===== config.mk =====
export PLATFORM = sky130hd
export DESIGN_NAME = rotate_right_seq
export DESIGN_NICKNAME = d
export VERILOG_FILES = /design/src/rtl/rotate_right_seq.sv
export SDC_FILE = /design/constraint.sdc
export NUM_CORES = 1
export LEC_CHECK = 0
export ABC_AREA = 0
export BUFFER_PORTS_ARGS = -buffer_cell sky130_fd_sc_hd__buf_2
export CAP_MARGIN = 10
export CELL_PAD_IN_SITES_DETAIL_PLACEMENT = 1
export CELL_PAD_IN_SITES_GLOBAL_PLACEMENT = 2
export CORE_AREA = 2 2 69 65
export CTS_CLUSTER_SIZE = 30
export DETAILED_ROUTE_END_ITERATION = 8
export DIE_AREA = 0 0 71 67
export HOLD_SLACK_MARGIN = 0.02
export PLACE_DENSITY_LB_ADDON = 0.1
export SLEW_MARGIN = 0
export SYNTH_ARGS = -nofsm -noshare
export SYNTH_HDL_FRONTEND = slang
export SYNTH_SLANG_ARGS = --single-unit

===== constraint.sdc =====
create_clock -name clk -period 1.8 [get_ports clk]
set_input_delay 0.09 -clock clk [delete_from_list [all_inputs] [get_ports clk]]
set_output_delay 0.09 -clock clk [all_outputs]
set_load 0.1 [all_outputs]

===== src/rtl/rotate_right_seq.sv =====
// Iterative rotate-right unit: accepts an operand and amount, rotates one bit
// per clock, then holds the result until the consumer takes it.
module rotate_right_seq #(
  parameter int WIDTH = 16,
  parameter int SW    = 4
) (
  input  logic             clk,
  input  logic             rst_n,
  input  logic             in_valid,
  output logic             in_ready,
  input  logic [WIDTH-1:0] A,
  input  logic [SW-1:0]    s,
  output logic             out_valid,
  input  logic             out_ready,
  output logic [WIDTH-1:0] Out,
  output logic             busy
);

  typedef enum logic [1:0] {
    IDLE = 2'd0,
    BUSY = 2'd1,
    DONE = 2'd2
  } state_t;

  localparam logic [SW-1:0] CNT_ONE  = SW'(1);
  localparam logic [SW-1:0] CNT_ZERO = SW'(0);

  state_t           state_r;
  state_t           state_s;
  logic [WIDTH-1:0] data_r;
  logic [SW-1:0]    cnt_r;

  function automatic logic [WIDTH-1:0] ror1(input logic [WIDTH-1:0] d);
    return {d[0], d[WIDTH-1:1]};
  endfunction

  // State register; reset wins over any handshake at the same edge
  always_ff @(posedge clk) begin
    if (!rst_n) begin
      state_r <= IDLE;
    end else begin
      state_r <= state_s;
    end
  end

  // Operand capture and one-bit-per-cycle rotation
  always_ff @(posedge clk) begin
    if (!rst_n) begin
      data_r <= {WIDTH{1'b0}};
      cnt_r  <= CNT_ZERO;
    end else begin
      case (state_r)
        IDLE: begin
          if (in_valid) begin
            data_r <= A;
            cnt_r  <= s;
          end
        end
        BUSY: begin
          data_r <= ror1(data_r);
          cnt_r  <= cnt_r - CNT_ONE;
        end
        default: begin
          data_r <= data_r;
          cnt_r  <= cnt_r;
        end
      endcase
    end
  end

  // Next-state decode; a zero amount skips straight to DONE
  always_comb begin
    state_s = state_r;
    case (state_r)
      IDLE: begin
        if (in_valid) begin
          state_s = (s == CNT_ZERO) ? DONE : BUSY;
        end else begin
          state_s = IDLE;
        end
      end
      BUSY: begin
        if (cnt_r == CNT_ONE) begin
          state_s = DONE;
        end else begin
          state_s = BUSY;
        end
      end
      DONE: begin
        if (out_ready) begin
          state_s = IDLE;
        end else begin
          state_s = DONE;
        end
      end
      default: state_s = IDLE;
    endcase
  end

  // Handshake outputs decode from the state register only
  always_comb begin
    in_ready  = 1'b0;
    out_valid = 1'b0;
    busy      = 1'b0;
    case (state_r)
      IDLE:    in_ready  = 1'b1;
      BUSY:    busy      = 1'b1;
      DONE:    out_valid = 1'b1;
      default: in_ready  = 1'b0;
    endcase
  end

  assign Out = data_r;

endmodule


==> flow_metrics.py <==
metrics = {
    "outcome": {
        "outcome": "complete, no violations",
    },
    "clocking": {
        "cts_resized": 0,
        "cts_made_buffers": 3,
        "clock_sinks": 22,
        "cts_tree": "built",
        "clk_pin_slew_ns": 0.08,
        "post-cts-setup-buffer-count": 0,
        "cts_hold_buffers": 0,
        "clk_path_buf_depth": 2,
        "root_buffer": "clkbuf_8",
        "clk_latency_ns": 0.26,
        "h-tree-depth": 1,
    },
    "die": {
        "start_util": 0.2837,
        "die_h_um": 67,
        "die_w_um": 71,
        "dieArea_sq_um": 4757,
        "core_area_sq_um": 3991,
        "rows": 22,
        "ioPinCount": 43,
    },
    "sta": {
        "worst_pin_slew_ns": 0.4817,
        "setup_tns_ns": 0,
        "min_period_ns": 1.515,
        "clock_skew_ns": 0.006725,
        "setup_viol": 0,
        "finalHoldViolCount": 0,
        "slew_viol_final": 0,
        "rsz0062_at_grt": "no",
        "whs_ns": 0.1141,
        "relSlewSlack": 0.6759,
        "timing.fmax_mhz": 660.1,
        "period_share": 0.8417,
    },
    "yosys": {
        "synth_common_cells": "22 x dfxtp_1, 19 x nor2_1, 10 x a211oi_1",
        "synth_cell_type_count": 32,
        "yosys_warnings": 0,
        "yosysSeqAreaShare": 0.3890,
        "synth_cells": 126,
        "netlist_top_cells_area": "dfxtp_1 39%, mux2i_1 8.0%, a211oi_1 6.6%",
        "yosys.area.top_type": "dfxtp_1",
        "ys_seq_elements": 22,
        "yosys_most_used_dff": "dfxtp_1",
        "synth_area_per_cell_sq_um": 8.987,
        "yosysMostFrequentCell": "dfxtp_1",
        "syn_area_sq_um": 1132,
        "syn_nets": 152,
        "synthArstFlopShare": 0,
        "synth_edf_count": 0,
        "synth_top_cell_area_share": 0.3890,
    },
    "routing": {
        "drc": 0,
        "drt_iter0_markers": 26,
        "ant_nets": 0,
        "wl_per_cell_um": 14.84,
        "firstDrtPassIters": 4,
        "num_vias": 1086,
        "routed_wl_um": 3132,
        "via_per_inst": 5.147,
    },
    "grt": {
        "grt_pass1_vias": 1109,
        "grt_pass1_wl_um": 5319,
        "antenna_found_initial": 0,
        "overflow": 0,
        "grt_start_max_net_pins": 27,
        "grt_usage": 0.1422,
    },
    "critical_path": {
        "start_kind": "flop",
        "arrival_ns": 1.43,
        "endpoint_kind": "output port",
        "critPathRequiredTime_ns": 1.71,
        "critPathKind": "reg -> out",
        "worstPathMaxFanout": 13,
    },
    "pwr": {
        "power_per_cell_area_nw_per_um2": 1193,
        "power_leakage_uw": 0.0006922,
        "total_power_uw": 1702,
        "ir_worst_vdd_uv": 582.3,
    },
    "placed_design": {
        "place_congestion": 0.6996,
        "numPortBuffers": 42,
        "dp_hpwl_um": 2306,
    },
    "cells_and_area": {
        "nets": 191,
        "n_antenna_cell": 0,
        "area_growth_pct": 25.97,
        "drive_gt1_frac": 0.3620,
    },
    "job": {
        "drv_cap": 0,
    },
    "hold_path": {
        "hold_class": "in -> reg",
    },
}
logic make-up (layout without fill, tap and decap cells):
logic type / after synthesis / after routing / synth area share
adders and majority gates: 2 / 2 / 0.02210
AOI/OAI and AO/OA: 39 / 39 / 0.2696
DFF: 22 / 22 / 0.3889
and+or+nand+nor: 35 / 35 / 0.1459
buffers and inverters: 19 / 56 / 0.09390
muxes: 9 / 9 / 0.07956
where the power goes:
group          internal (uW)  switching (uW)  total (uW)
registers                552            56.3         608
clock network            149             156         306
logic                    205             582         787
through the flow:
| stage | instances | setup WS [ns] | util | instance area (sq um) |
|---|---|---|---|---|
| after floorplan | 126 | 0.09953 | - | 1137 |
| after global placement | 208 | 0.4874 | 0.3470 | 1385 |
| after detailed placement | 208 | 0.4190 | 0.3470 | 1385 |
| after CTS | 211 | 0.2791 | 0.3574 | 1426 |
| after global routing | 211 | 0.1898 | 0.3574 | 1426 |
| final | 211 | 0.2850 | 0.3574 | 1426 |
critical path: stages, from the launching register on:
cell	delay (ns)
dfxtp_1	0.55
nand2b_1	0.11
buf_4	0.21
inv_1	0.11
buf_12	0.18
per-layer routing:
| layer | GRT usage | up-vias | part of all wire |
|---|---|---|---|
| met2 | 0.2488 | 25 | 0.47 |
| met4 | 0.02123 | 0 | 0.0057 |
| li1 | - | 535 | - |
| met1 | 0.1771 | 524 | 0.48 |
| met3 | 0.04085 | 2 | 0.046 |
| met5 | 0 | - | 0 |
state kept, by name, indices dropped and copies added, names as in the netlist:
name	cells
cnt_r	4
state_r	2
Out	16
layout by cell type (no fill, tap or decap), types with 6 or more instances in the layout:
master,netlist,routed
a21oi_1,6,6
a2bb2oi_1,6,6
inv_1,6,6
mux2i_1,9,9
o221a_2,6,6
dfxtp_1,22,22
nor2_1,19,17
buf_2,3,41
a211oi_1,10,10
cell type report:
class / count / area [sq um]
Multi-Input combinational cell: 85 / 590.6
Clock buffer: 3 / 41.29
Timing Repair Buffer: 46 / 267.8
Fill cell: 477 / 2565
Inverter: 7 / 26.28
Tap cell: 48 / 60.06
Sequential cell: 22 / 440.4
path summary, 6_finish.rpt:
kind / startpoint / end / slack [ns] / depth (start not counted)
setup / recovery: state_r[0] / busy / 0.28 / 4
hold / removal: out_ready / state_r[1] / 0.11 / 4
setup reg to reg: state_r[0] / cnt_r[2] / 0.41 / 4
hold reg to reg: cnt_r[3] / cnt_r[3] / 0.50 / 2
Note: power is estimated with default switching activity, not from simulation.
